$ cat src/rtl/qtable_update_sched_pkg.sv
`default_nettype none
// ============================================================================
// Module   : qtable_update_sched_pkg
// Brief    : Shared types and constants for the Q-table update scheduler.
// Revision : 1.0 - initial release
// ============================================================================
package qtable_update_sched_pkg;

    localparam int DEF_WORD_WIDTH = 16;
    localparam int DEF_ADDR_WIDTH = 11;

    localparam logic [2:0] PKT_FEEDBACK    = 3'd1;
    localparam logic [2:0] PKT_CH_ANNOUNCE = 3'd2;

    typedef enum logic [2:0] {
        ST_IDLE   = 3'd0,
        ST_ROUTE  = 3'd1,
        ST_LAUNCH = 3'd2,
        ST_WAIT   = 3'd3,
        ST_ABORT  = 3'd4
    } sched_state_t;

    typedef enum logic {
        OWNER_READER = 1'b0,
        OWNER_ENGINE = 1'b1
    } owner_t;

    function automatic logic pkt_type_supported(input logic [2:0] pkt_type);
        return (pkt_type == PKT_FEEDBACK) || (pkt_type == PKT_CH_ANNOUNCE);
    endfunction

endpackage
`default_nettype wire

$ cat src/rtl/qtable_update_sched_if.sv
`default_nettype none
// ============================================================================
// Module   : qtable_update_sched_if
// Brief    : Packet, update-engine, route-reader and memory-port signal bundle.
// Revision : 1.0 - initial release
// ============================================================================
interface qtable_update_sched_if
    import qtable_update_sched_pkg::*;
#(
    parameter int WORD_WIDTH = DEF_WORD_WIDTH,
    parameter int ADDR_WIDTH = DEF_ADDR_WIDTH
);
    logic                  pkt_valid;
    logic                  pkt_ready;
    logic [WORD_WIDTH-1:0] pkt_source_id;
    logic [WORD_WIDTH-1:0] pkt_cluster_id;
    logic [WORD_WIDTH-1:0] pkt_energy;
    logic [WORD_WIDTH-1:0] pkt_qvalue;
    logic [2:0]            pkt_type;

    logic                  upd_en;
    logic [WORD_WIDTH-1:0] upd_source_id;
    logic [WORD_WIDTH-1:0] upd_cluster_id;
    logic [WORD_WIDTH-1:0] upd_energy;
    logic [WORD_WIDTH-1:0] upd_qvalue;
    logic                  upd_abort;
    logic                  upd_done;
    logic [ADDR_WIDTH-1:0] upd_mem_addr;
    logic                  upd_mem_wr_en;

    logic                  rd_req;
    logic [ADDR_WIDTH-1:0] rd_addr;
    logic                  rd_gnt;

    logic [ADDR_WIDTH-1:0] mem_addr;
    logic                  mem_wr_en;
    logic [7:0]            drop_count;
    logic                  err_timeout;

    modport master (
        output pkt_valid, pkt_source_id, pkt_cluster_id, pkt_energy, pkt_qvalue, pkt_type,
        output upd_done, upd_mem_addr, upd_mem_wr_en, rd_req, rd_addr,
        input  pkt_ready, upd_en, upd_source_id, upd_cluster_id, upd_energy, upd_qvalue,
        input  upd_abort, rd_gnt, mem_addr, mem_wr_en, drop_count, err_timeout
    );

    modport slave (
        input  pkt_valid, pkt_source_id, pkt_cluster_id, pkt_energy, pkt_qvalue, pkt_type,
        input  upd_done, upd_mem_addr, upd_mem_wr_en, rd_req, rd_addr,
        output pkt_ready, upd_en, upd_source_id, upd_cluster_id, upd_energy, upd_qvalue,
        output upd_abort, rd_gnt, mem_addr, mem_wr_en, drop_count, err_timeout
    );

endinterface
`default_nettype wire

$ cat src/rtl/qtable_update_sched_pkt_fifo.sv
`default_nettype none
// ============================================================================
// Module   : qtable_update_sched_pkt_fifo
// Brief    : Circular synchronous FIFO holding packed packet fields.
// Revision : 1.0 - initial release
// ============================================================================
module qtable_update_sched_pkt_fifo #(
    parameter int DATA_WIDTH = 64,
    parameter int DEPTH      = 4
) (
    input  logic                  clock,
    input  logic                  rst,
    input  logic                  push,
    input  logic [DATA_WIDTH-1:0] push_data,
    input  logic                  pop,
    output logic [DATA_WIDTH-1:0] pop_data,
    output logic                  full,
    output logic                  empty
);
    localparam int PW = $clog2(DEPTH);
    localparam int CW = PW + 1;
    localparam logic [CW-1:0] C_DEPTH = CW'(DEPTH);

    logic [DATA_WIDTH-1:0] r_mem [DEPTH];
    logic [PW-1:0]         r_wr_ptr;
    logic [PW-1:0]         r_rd_ptr;
    logic [CW-1:0]         r_count;
    logic                  w_do_push;
    logic                  w_do_pop;

    assign w_do_push = push && !full;
    assign w_do_pop  = pop && !empty;
    assign full      = (r_count == C_DEPTH);
    assign empty     = (r_count == '0);
    assign pop_data  = r_mem[r_rd_ptr];

    always_ff @(posedge clock or posedge rst) begin
        if (rst) begin
            r_wr_ptr <= '0;
            r_rd_ptr <= '0;
            r_count  <= '0;
        end else begin
            if (w_do_push) r_wr_ptr <= r_wr_ptr + 1'b1;
            if (w_do_pop)  r_rd_ptr <= r_rd_ptr + 1'b1;
            case ({w_do_push, w_do_pop})
                2'b10:   r_count <= r_count + 1'b1;
                2'b01:   r_count <= r_count - 1'b1;
                default: r_count <= r_count;
            endcase
        end
    end

    // Storage needs no reset: occupancy is tracked by the pointers and count.
    always_ff @(posedge clock) begin
        if (w_do_push) r_mem[r_wr_ptr] <= push_data;
    end

endmodule
`default_nettype wire

$ cat src/rtl/qtable_update_sched.sv
`default_nettype none
// ============================================================================
// Module   : qtable_update_sched
// Brief    : Buffers update packets, launches the Q-table engine with timeout,
//            and shares the neighbor-table port with the route reader.
// Revision : 1.0 - initial release
// ============================================================================
module qtable_update_sched
    import qtable_update_sched_pkg::*;
#(
    parameter int WORD_WIDTH     = DEF_WORD_WIDTH,
    parameter int ADDR_WIDTH     = DEF_ADDR_WIDTH,
    parameter int FIFO_DEPTH     = 4,
    parameter int TIMEOUT_CYCLES = 256
) (
    input  logic                  clock,
    input  logic                  rst,
    qtable_update_sched_if.slave  bus
);
    localparam int PKT_WIDTH = 4 * WORD_WIDTH;
    localparam int TW        = $clog2(TIMEOUT_CYCLES) + 1;
    localparam logic [TW-1:0] C_TIMER_LAST = TW'(TIMEOUT_CYCLES - 1);

    sched_state_t          r_state;
    sched_state_t          w_state_nxt;
    owner_t                r_last_owner;
    logic [TW-1:0]         r_timer;
    logic [WORD_WIDTH-1:0] r_src;
    logic [WORD_WIDTH-1:0] r_cluster;
    logic [WORD_WIDTH-1:0] r_energy;
    logic [WORD_WIDTH-1:0] r_qvalue;
    logic [7:0]            r_drop_count;
    logic                  r_err_timeout;

    logic                  w_fifo_full;
    logic                  w_fifo_empty;
    logic [PKT_WIDTH-1:0]  w_fifo_head;
    logic                  w_pkt_ready;
    logic                  w_accept;
    logic                  w_push;
    logic                  w_drop;
    logic                  w_pop;
    logic                  w_upd_en;
    logic                  w_upd_abort;
    logic                  w_rd_gnt;
    logic [ADDR_WIDTH-1:0] w_mem_addr;
    logic                  w_mem_wr_en;

    assign w_pkt_ready = !w_fifo_full && !rst;
    assign w_accept    = bus.pkt_valid && w_pkt_ready;
    assign w_push      = w_accept && pkt_type_supported(bus.pkt_type);
    assign w_drop      = w_accept && !pkt_type_supported(bus.pkt_type);

    qtable_update_sched_pkt_fifo #(
        .DATA_WIDTH (PKT_WIDTH),
        .DEPTH      (FIFO_DEPTH)
    ) u_pkt_fifo (
        .clock     (clock),
        .rst       (rst),
        .push      (w_push),
        .push_data ({bus.pkt_source_id, bus.pkt_cluster_id, bus.pkt_energy, bus.pkt_qvalue}),
        .pop       (w_pop),
        .pop_data  (w_fifo_head),
        .full      (w_fifo_full),
        .empty     (w_fifo_empty)
    );

    // The head is popped on the edge entering LAUNCH so the fields are
    // already valid while upd_en is high.
    always_comb begin
        w_state_nxt = r_state;
        w_pop       = 1'b0;
        w_upd_en    = 1'b0;
        w_upd_abort = 1'b0;
        w_rd_gnt    = 1'b0;
        w_mem_addr  = '0;
        w_mem_wr_en = 1'b0;
        case (r_state)
            ST_IDLE: begin
                if (bus.rd_req && (w_fifo_empty || r_last_owner == OWNER_ENGINE)) begin
                    w_state_nxt = ST_ROUTE;
                end else if (!w_fifo_empty) begin
                    w_state_nxt = ST_LAUNCH;
                    w_pop       = 1'b1;
                end
            end
            ST_ROUTE: begin
                w_rd_gnt    = 1'b1;
                w_mem_addr  = bus.rd_addr;
                w_state_nxt = ST_IDLE;
            end
            ST_LAUNCH: begin
                w_upd_en    = 1'b1;
                w_mem_addr  = bus.upd_mem_addr;
                w_mem_wr_en = bus.upd_mem_wr_en;
                w_state_nxt = ST_WAIT;
            end
            ST_WAIT: begin
                w_mem_addr  = bus.upd_mem_addr;
                w_mem_wr_en = bus.upd_mem_wr_en;
                if (bus.upd_done) begin
                    w_state_nxt = ST_IDLE;
                end else if (r_timer == C_TIMER_LAST) begin
                    w_state_nxt = ST_ABORT;
                end
            end
            ST_ABORT: begin
                w_upd_abort = 1'b1;
                w_mem_addr  = bus.upd_mem_addr;
                w_mem_wr_en = bus.upd_mem_wr_en;
                w_state_nxt = ST_IDLE;
            end
            default: w_state_nxt = ST_IDLE;
        endcase
    end

    always_ff @(posedge clock or posedge rst) begin
        if (rst) begin
            r_state       <= ST_IDLE;
            r_last_owner  <= OWNER_READER;
            r_timer       <= '0;
            r_src         <= '0;
            r_cluster     <= '0;
            r_energy      <= '0;
            r_qvalue      <= '0;
            r_drop_count  <= '0;
            r_err_timeout <= 1'b0;
        end else begin
            r_state <= w_state_nxt;
            if (w_pop) {r_src, r_cluster, r_energy, r_qvalue} <= w_fifo_head;
            case (r_state)
                ST_ROUTE:  r_last_owner <= OWNER_READER;
                ST_LAUNCH: begin
                    r_last_owner <= OWNER_ENGINE;
                    r_timer      <= '0;
                end
                ST_WAIT:   r_timer <= r_timer + 1'b1;
                ST_ABORT:  r_err_timeout <= 1'b1;
                default:   ;
            endcase
            if (w_drop && r_drop_count != 8'hFF) r_drop_count <= r_drop_count + 8'd1;
        end
    end

    assign bus.pkt_ready      = w_pkt_ready;
    assign bus.upd_en         = w_upd_en;
    assign bus.upd_abort      = w_upd_abort;
    assign bus.rd_gnt         = w_rd_gnt;
    assign bus.mem_addr       = w_mem_addr;
    assign bus.mem_wr_en      = w_mem_wr_en;
    assign bus.upd_source_id  = r_src;
    assign bus.upd_cluster_id = r_cluster;
    assign bus.upd_energy     = r_energy;
    assign bus.upd_qvalue     = r_qvalue;
    assign bus.drop_count     = r_drop_count;
    assign bus.err_timeout    = r_err_timeout;

endmodule
`default_nettype wire

$ cat src/flat_wrapper.sv
// flat-port wrapper written by rule: the top's interface ports become plain ports
module qtable_update_sched_flat import qtable_update_sched_pkg::*;
#(
    parameter int WORD_WIDTH     = DEF_WORD_WIDTH,
    parameter int ADDR_WIDTH     = DEF_ADDR_WIDTH,
    parameter int FIFO_DEPTH     = 4,
    parameter int TIMEOUT_CYCLES = 256
)
  (clock, rst, bus_pkt_valid, bus_pkt_source_id, bus_pkt_cluster_id, bus_pkt_energy, bus_pkt_qvalue, bus_pkt_type, bus_upd_done, bus_upd_mem_addr, bus_upd_mem_wr_en, bus_rd_req, bus_rd_addr, bus_pkt_ready, bus_upd_en, bus_upd_source_id, bus_upd_cluster_id, bus_upd_energy, bus_upd_qvalue, bus_upd_abort, bus_rd_gnt, bus_mem_addr, bus_mem_wr_en, bus_drop_count, bus_err_timeout);
  qtable_update_sched_if #(.WORD_WIDTH(WORD_WIDTH), .ADDR_WIDTH(ADDR_WIDTH)) bus_i ();
  input  logic clock;
  input  logic rst;
  input wire logic [$bits(bus_i.pkt_valid)-1:0] bus_pkt_valid;
  input wire logic [$bits(bus_i.pkt_source_id)-1:0] bus_pkt_source_id;
  input wire logic [$bits(bus_i.pkt_cluster_id)-1:0] bus_pkt_cluster_id;
  input wire logic [$bits(bus_i.pkt_energy)-1:0] bus_pkt_energy;
  input wire logic [$bits(bus_i.pkt_qvalue)-1:0] bus_pkt_qvalue;
  input wire logic [$bits(bus_i.pkt_type)-1:0] bus_pkt_type;
  input wire logic [$bits(bus_i.upd_done)-1:0] bus_upd_done;
  input wire logic [$bits(bus_i.upd_mem_addr)-1:0] bus_upd_mem_addr;
  input wire logic [$bits(bus_i.upd_mem_wr_en)-1:0] bus_upd_mem_wr_en;
  input wire logic [$bits(bus_i.rd_req)-1:0] bus_rd_req;
  input wire logic [$bits(bus_i.rd_addr)-1:0] bus_rd_addr;
  output wire logic [$bits(bus_i.pkt_ready)-1:0] bus_pkt_ready;
  output wire logic [$bits(bus_i.upd_en)-1:0] bus_upd_en;
  output wire logic [$bits(bus_i.upd_source_id)-1:0] bus_upd_source_id;
  output wire logic [$bits(bus_i.upd_cluster_id)-1:0] bus_upd_cluster_id;
  output wire logic [$bits(bus_i.upd_energy)-1:0] bus_upd_energy;
  output wire logic [$bits(bus_i.upd_qvalue)-1:0] bus_upd_qvalue;
  output wire logic [$bits(bus_i.upd_abort)-1:0] bus_upd_abort;
  output wire logic [$bits(bus_i.rd_gnt)-1:0] bus_rd_gnt;
  output wire logic [$bits(bus_i.mem_addr)-1:0] bus_mem_addr;
  output wire logic [$bits(bus_i.mem_wr_en)-1:0] bus_mem_wr_en;
  output wire logic [$bits(bus_i.drop_count)-1:0] bus_drop_count;
  output wire logic [$bits(bus_i.err_timeout)-1:0] bus_err_timeout;
  assign bus_i.pkt_valid = bus_pkt_valid;
  assign bus_i.pkt_source_id = bus_pkt_source_id;
  assign bus_i.pkt_cluster_id = bus_pkt_cluster_id;
  assign bus_i.pkt_energy = bus_pkt_energy;
  assign bus_i.pkt_qvalue = bus_pkt_qvalue;
  assign bus_i.pkt_type = bus_pkt_type;
  assign bus_i.upd_done = bus_upd_done;
  assign bus_i.upd_mem_addr = bus_upd_mem_addr;
  assign bus_i.upd_mem_wr_en = bus_upd_mem_wr_en;
  assign bus_i.rd_req = bus_rd_req;
  assign bus_i.rd_addr = bus_rd_addr;
  assign bus_pkt_ready = bus_i.pkt_ready;
  assign bus_upd_en = bus_i.upd_en;
  assign bus_upd_source_id = bus_i.upd_source_id;
  assign bus_upd_cluster_id = bus_i.upd_cluster_id;
  assign bus_upd_energy = bus_i.upd_energy;
  assign bus_upd_qvalue = bus_i.upd_qvalue;
  assign bus_upd_abort = bus_i.upd_abort;
  assign bus_rd_gnt = bus_i.rd_gnt;
  assign bus_mem_addr = bus_i.mem_addr;
  assign bus_mem_wr_en = bus_i.mem_wr_en;
  assign bus_drop_count = bus_i.drop_count;
  assign bus_err_timeout = bus_i.err_timeout;
  qtable_update_sched #(.WORD_WIDTH(WORD_WIDTH), .ADDR_WIDTH(ADDR_WIDTH), .FIFO_DEPTH(FIFO_DEPTH), .TIMEOUT_CYCLES(TIMEOUT_CYCLES)) u_core (.clock(clock), .rst(rst), .bus(bus_i));
endmodule
$ cat config.mk
export PLATFORM = sky130hd
export DESIGN_NAME = qtable_update_sched_flat
export DESIGN_NICKNAME = d
export VERILOG_FILES = /design/src/rtl/qtable_update_sched_pkg.sv /design/src/rtl/qtable_update_sched_if.sv /design/src/rtl/qtable_update_sched_pkt_fifo.sv /design/src/rtl/qtable_update_sched.sv /design/src/flat_wrapper.sv
export SDC_FILE = /design/constraint.sdc
export NUM_CORES = 1
export LEC_CHECK = 0
export ABC_AREA = 1
export BUFFER_PORTS_ARGS = -buffer_cell sky130_fd_sc_hd__buf_4
export CORE_MARGIN = 2
export CORE_UTILIZATION = 62
export DETAILED_ROUTE_END_ITERATION = 10
export HOLD_SLACK_MARGIN = 0.08
export PLACE_DENSITY = 0.89
export SYNTH_ARGS = -nofsm -noshare
export SYNTH_HDL_FRONTEND = slang
export SYNTH_SLANG_ARGS = --single-unit
$ cat constraint.sdc
create_clock -name clock -period 13.75 [get_ports clock]
set_input_delay 1.375 -clock clock [delete_from_list [all_inputs] [get_ports clock]]
set_output_delay 1.375 -clock clock [all_outputs]
set_load 0.1 [all_outputs]
# Word level (Yosys, flattened, before mapping)
# Memories as Yosys holds them, arrays and structs flattened. A register that Yosys moved wholly into a read port is not among the register bits.
# Cells that the tools add are included.
# W data, S select, Z words.
[classes] addsub=6 n_eq_ne=13 muxes=18 n_reduce_logical=21
[ops] op="$pmux W11 S2" n=1
[ops] op="$pmux W9 S2" n=1
[ops] op="$mux W3" n=4
[ops] op="$add A9 B1 Y9 const B" n=1
[ops] op="$eq A3 B2 Y1 const B" n=3
[ops] op="$eq A9 B8 Y1 const B" n=1
[ops] op="$mux W1" n=9
[ops] op="$pmux W3 S3" n=1
[ops] op="$add A8 B1 Y8 const B" n=1
[ops] op="$logic_and A1 B1 Y1" n=8
[ops] op="$ne A8 B8 Y1 const B" n=1
[ops] op="$eq A3 B1 Y1 const B" n=2
[ops] op="$eq A3 B3 Y1 const B" n=2
[ops] op="$logic_not A3 Y1" n=2
[ops] op="$pmux W3 S2" n=1
[ops] op="$reduce_bool A2 Y1" n=3
[ops] op="$add A2 B1 Y2 const B" n=2
[ops] op="$logic_not A1 Y1" n=4
[ops] op="$add A3 B1 Y3 const B" n=1
[ops] op="$ne A3 B2 Y1 const B" n=1
[ops] op="$ne A3 B3 Y1 const B" n=1
[ops] op="$reduce_or A3 Y1" n=1
[ops] op="$sub A3 B1 Y3 const B" n=1
[ops] op="$eq A2 B1 Y1 const B" n=1
[ops] op="other kinds (4)" n=5
[word_totals] regBits=29 ramBits=256 inputBits=95 out_inout_bits=89 wordCells=67 n_memories=1
[memory_table] memory="u_core.u_pkt_fifo.r_mem" words=4 word_bits=64 read_ports=1 rd_ports_with_merged_regs=1 wr=1 line="qtable_update_sched_pkt_fifo.sv:24" source="logic [DATA_WIDTH-1:0] r_mem [DEPTH];"

# Logic depth before layout (Yosys ltp)
[logic_depth] depth_word=8 mapped_depth=11 depth_no_buf=11

# Modules after synthesis
# A second synthesis with hierarchy kept.
[unflattened] cells_unflattened=1295 hier_area_um2=14520.2
[modules_own_cells] mod="qtable_update_sched_pkt_fifo" n_inst=1 cells_per_inst=809 area_each_um2=10657.7 seq_area_each_um2=7862.5
[modules_own_cells] mod="qtable_update_sched" n_inst=1 cells_per_inst=486 area_each_um2=3862.5 seq_area_each_um2=2152.1

# Worst setup path after synthesis
# OpenSTA, ideal clock, no wires.
[synth_path] kind="input port to flip-flop" from="in rst" to="mem u_core.u_pkt_fifo.r_mem[0][0], enable pin" setup_time_ns=0.486 arrival_time_ns=7.089 required_time_ns=13.264 slack_ns=6.175 cell_stages=5 n_path_buf=0 path_cell_list="inv_1 -> nand3_1 -> nor2_1 -> inv_1 -> nor2_1"
[synth_via] elab_chain_cells=7
[synth_lines] item="start, declared" line="flat_wrapper.sv:12" source="input logic rst;"
[synth_lines] item="$logic_not A1 Y1" line="qtable_update_sched.sv:49" source="assign w_pkt_ready = !w_fifo_full && !rst;"
[synth_lines] item="$logic_and A1 B1 Y1" line="qtable_update_sched.sv:49"
[synth_lines] item="$logic_and A1 B1 Y1" line="qtable_update_sched.sv:50" source="assign w_accept = bus.pkt_valid && w_pkt_ready;"
[synth_lines] item="$logic_and A1 B1 Y1" line="qtable_update_sched.sv:51" source="assign w_push = w_accept && pkt_type_supported(bus.pkt_type);"
[synth_lines] item="$logic_and A1 B1 Y1" line="qtable_update_sched_pkt_fifo.sv:31" source="assign w_do_push = push && !full;"
[synth_lines] item="$mux W1" line="qtable_update_sched_pkt_fifo.sv:55" source="if (w_do_push) r_mem[r_wr_ptr] <= push_data;"
[synth_lines] item="$mux W1 (not written as such)" line="qtable_update_sched_pkt_fifo.sv:55"
[synth_lines] item="end, declared" line="qtable_update_sched_pkt_fifo.sv:24"
# Every way passes these cells.

# Worst setup path in the final report
[layout_path] from="reg u_core.r_state[2]" to="out bus_upd_en"
[layout_via] elab_chain_cells=2
[layout_lines] item="start, declared" line="qtable_update_sched.sv:24" source="sched_state_t r_state;"
[layout_lines] item="start signal, assigned" line="qtable_update_sched.sv:129" source="r_state <= w_state_nxt;"
[layout_lines] item="$eq A3 B2 Y1" line="qtable_update_sched.sv:78" source="case (r_state)"
[layout_lines] item="$mux W1" line="qtable_update_sched.sv:78"
[layout_lines] item="end, declared" line="flat_wrapper.sv:25" source="output wire logic [$bits(bus_i.upd_en)-1:0] bus_upd_en;"
# Every way passes these cells.

==> out/qor.tcl <==
set qor(syn_area_per_cell_sq_um) 11.4
set qor(port-buffer-count) 183
set qor(design.final.nets) 1486
set qor(top_level_ports) 184
set qor(post_dp_cell_area_sq_um) 15500
set qor(wl_final_mm) 31.0
set qor(synth.top_cells.by_area) {edfxtp_1 55%, dfrtp_1 17%, o21ai_0 9.2%}
set qor(critical_path_arrival_ps) 2600
set qor(critical_path.reg2reg.endpoint) {u_core.u_pkt_fifo.r_count[2]}
set qor(preCtsSetupSlack_ps) 9640
set qor(clock_sinks) 349
set qor(final-setup-viol-count) 0
set qor(routed-via-count) 9820
set qor(fmax_mhz) 251
set qor(design_area_sq_um) 16500
set qor(finalCritPeriodShare) 0.289
set qor(cellPowerDensity_nw_per_um2) 253
set qor(worstSetupStartpointType) {flop}
set qor(cell_family_with_most_cp_delay) {simple AND/OR/NAND/NOR gates}
set qor(gp_congestion) 0.805
set qor(post-route-min-period_ps) 3980
set qor(cts_buffer_depth) 3
set qor(timing.max_slew.rel_slack) 0.270
set qor(grt_pass1_vias) 9728
set qor(core_area_sq_um) 22000
set qor(final_layout_fill_cell_count) 1306
set qor(nature_of_the_critical_path_endpoint) {output port}
set qor(grtUsageTotal) 0.258
set qor(worst_r2r_path_depth) 11
set qor(design.die.area_sq_um) 23700
set qor(die_h_um) 154
set qor(fp.dieW_um) 154
set qor(postCtsSetupRepairBufs) 0
set qor(grt_setup_unrepaired) {no}
set qor(worst-path-buf-inv) 2
set qor(netlist.top_cell.by_area) {edfxtp_1}
set qor(cp.required_ps) 12380
set qor(cp-startpoint) {u_core.r_state[2]}
set qor(timing.critical_path.fanout_max) 19
set qor(timing_hold_violations_final) 0
set qor(slew_viol_final) 0
set qor(maximum_number_of_pins_on_one_net_before_global_route_repair) 90
set qor(timing.final.ws_setup_ps) 9770
set qor(synth.net_count) 1327
set qor(drt-pass1-iter-count) 5
set qor(critical_path.slowest_cell) {nor2_1}
set qor(totalNegativeSetupSlack_ps) 0
set qor(average_via_count_per_standard_cell) 5.82
set qor(cts_hold_buffers) 0
set qor(holdWs_ps) 472
set qor(postSynthRegisterBits) 349
set qor(crit-reg2reg-launch) {u_core.u_pkt_fifo.r_count[0]}
set qor(antenna_found_initial) 2
set qor(htree_levels) 1
set qor(globalRoute.totalOverflow) 0
set qor(drv_cap) 0
set qor(worst_hold_path_type) {flop to flop}
set qor(yosys_warnings) 0
set qor(crit_path_to) {bus_upd_en}
set qor(cell_by_cell_trace_of_the_critical_path) {nor2_1, nand2_1, inv_1, buf_4}
set qor(drc) 0
set qor(kind_of_critical_path) {flop to output port}
set qor(yosysSeqAreaShare) 0.718
set qor(critical_path_cell_count) 4
set qor(post_cts.resized_instances) 0
set qor(netlist_area_before_placement_sq_um) 13900
set qor(grt_pass1_wl_mm) 48.3
set qor(area_share_of_the_leading_cell_type_in_the_synthesized_netlist) 0.551
set qor(outcome) {complete, no violations}
set qor(start_util) 0.635
set qor(p_leak_nw) 6.63
set qor(number_of_library_cell_types_mapped_by_synthesis) 32
set qor(worst_slew_pin_slew_ps) 1090
set qor(drt_iter0_drc) 1093
set qor(syn_to_final_growth_pct) 18.3
set qor(hpwl_mm) 17.6
set qor(fp-row-count) 54
set qor(post_synth_inst_count) 1223
set qor(mostFrequentLayoutCells) {256 x edfxtp_1, 255 x o21ai_0, 218 x nand2_1, 206 x nor2_1, 193 x buf_4}
set qor(clockRootBuffer) {clkbuf_16}
set qor(post_route_cells_drive_above_1_share) 0.182
set qor(wl_per_cell_um) 18.4
set qor(route.antenna.remaining_nets) 0
set qor(antenna_diode_count) 0
set qor(cts_tree) {done}
set qor(total_power_w) 0.00418
set qor(final_common_cell) {edfxtp_1}
set qor(cts.reportedPaths.clkPinSlew_ps) 70
set qor(cts_buffers) 31
set qor(worst_skew_pair.late_latency_ps) 560
set qor(reg_to_reg_slack_setup_ps) 10550
set qor(irDropWorstVdd_uv) 187
set qor(worst_path_largest_cell_delay_ps) 850
set qor(fin_skew_ps) 12.9
synthesized netlist by cell type:
library cell / instances
edfxtp_1: 256
o21ai_0: 255
nand2_1: 218
nor2_1: 210
dfrtp_1: 93
inv_1: 41
clkbuf_1: 30
o21ai_1: 30
buf_2: 28
nand3_1: 12
ha_1: 8
a21oi_1: 6
buf_6: 5
nand4_1: 4
buf_4: 3
nor2_2: 3
xnor2_1: 3
xor2_1: 3
nand3b_1: 2
a22o_1: 1
and3_1: 1
clkbuf_2: 1
fa_1: 1
inv_2: 1
nand2_2: 1
nor2_8: 1
nor3_1: 1
o21a_1: 1
o21ai_2: 1
o22ai_1: 1
o31ai_1: 1
or2_2: 1
worst register-to-register path, delay by kind of cell, from the launching register on:
family	cells	cell delay (ps)
AND/OR/NAND/NOR	3	1120
AO/OA/AOI/OAI	3	330
adder cells (fa/ha/maj)	2	660
XOR/XNOR	1	150
buffers and inverters	2	410
flip-flops	1	420
registers in the layout, indices dropped and copies added (netlist names):
signal / flops
u_core.r_state: 3
u_core.u_pkt_fifo.r_rd_ptr: 2
u_core.bus.drop_count: 8
u_core.bus.err_timeout: 1
u_core.r_timer: 9
u_core.u_pkt_fifo.r_mem: 256
u_core.u_pkt_fifo.r_count: 3
u_core.bus.upd_cluster_id: 16
u_core.u_pkt_fifo.r_wr_ptr: 2
u_core.bus.upd_source_id: 16
u_core.bus.upd_qvalue: 16
u_core.r_last_owner: 1
u_core.bus.upd_energy: 16
layer usage:
layer	wire length (um)	up-vias	global-route usage
met2	15800	462	0.453
met5	30	-	0
met1	11700	4769	0.312
met3	2540	74	0.0558
li1	-	4511	-
met4	973	4	0.104
layout make-up:
type	instances	area, sq um	area share
clock buffers	41	833	0.0505
clock inverters	16	214	0.0130
inverters	42	163	0.00986
multi-input cells	765	3470	0.211
flip-flops and latches	349	10000	0.607
well taps	280	350	0.0212
repair buffers	193	1450	0.0878
power breakdown:
group | internal (W) | leakage [nW] | total (W) | switching (W)
Clock | 0.000520 | 0.514 | 0.000889 | 0.000369
Sequential | 0.00128 | 3.48 | 0.00139 | 0.000107
Combinational | 0.000398 | 2.64 | 0.00191 | 0.00151
Total | 0.00220 | 6.63 | 0.00418 | 0.00198
cell families after synthesis:
family          Yosys count  synth area share
buf+inv                 109            0.0354
simple gates            454             0.127
xor+xnor                  6           0.00377
compound gates          296             0.107
flops                   349             0.718
fa+ha+maj                 9           0.00861
per-stage QoR:
stage	utilization	std cells
after floorplan	-	1223
after global placement	0.704	1629
after detailed placement	0.704	1629
after CTS	0.752	1686
after global routing	0.752	1686
final	0.752	1686
worst min path at each step:
stage,start,to,slack [ps],depth (start not counted)
after global placement,u_core.bus.err_timeout,u_core.bus.err_timeout,450,1
after detailed placement,u_core.bus.err_timeout,u_core.bus.err_timeout,460,1
after CTS,u_core.bus.err_timeout,u_core.bus.err_timeout,470,1
final,u_core.bus.err_timeout,u_core.bus.err_timeout,470,1
after floorplan,u_core.r_timer[7],u_core.r_timer[7],470,2
after global routing,u_core.bus.err_timeout,u_core.bus.err_timeout,480,1
(Power assumes the default switching activity.)
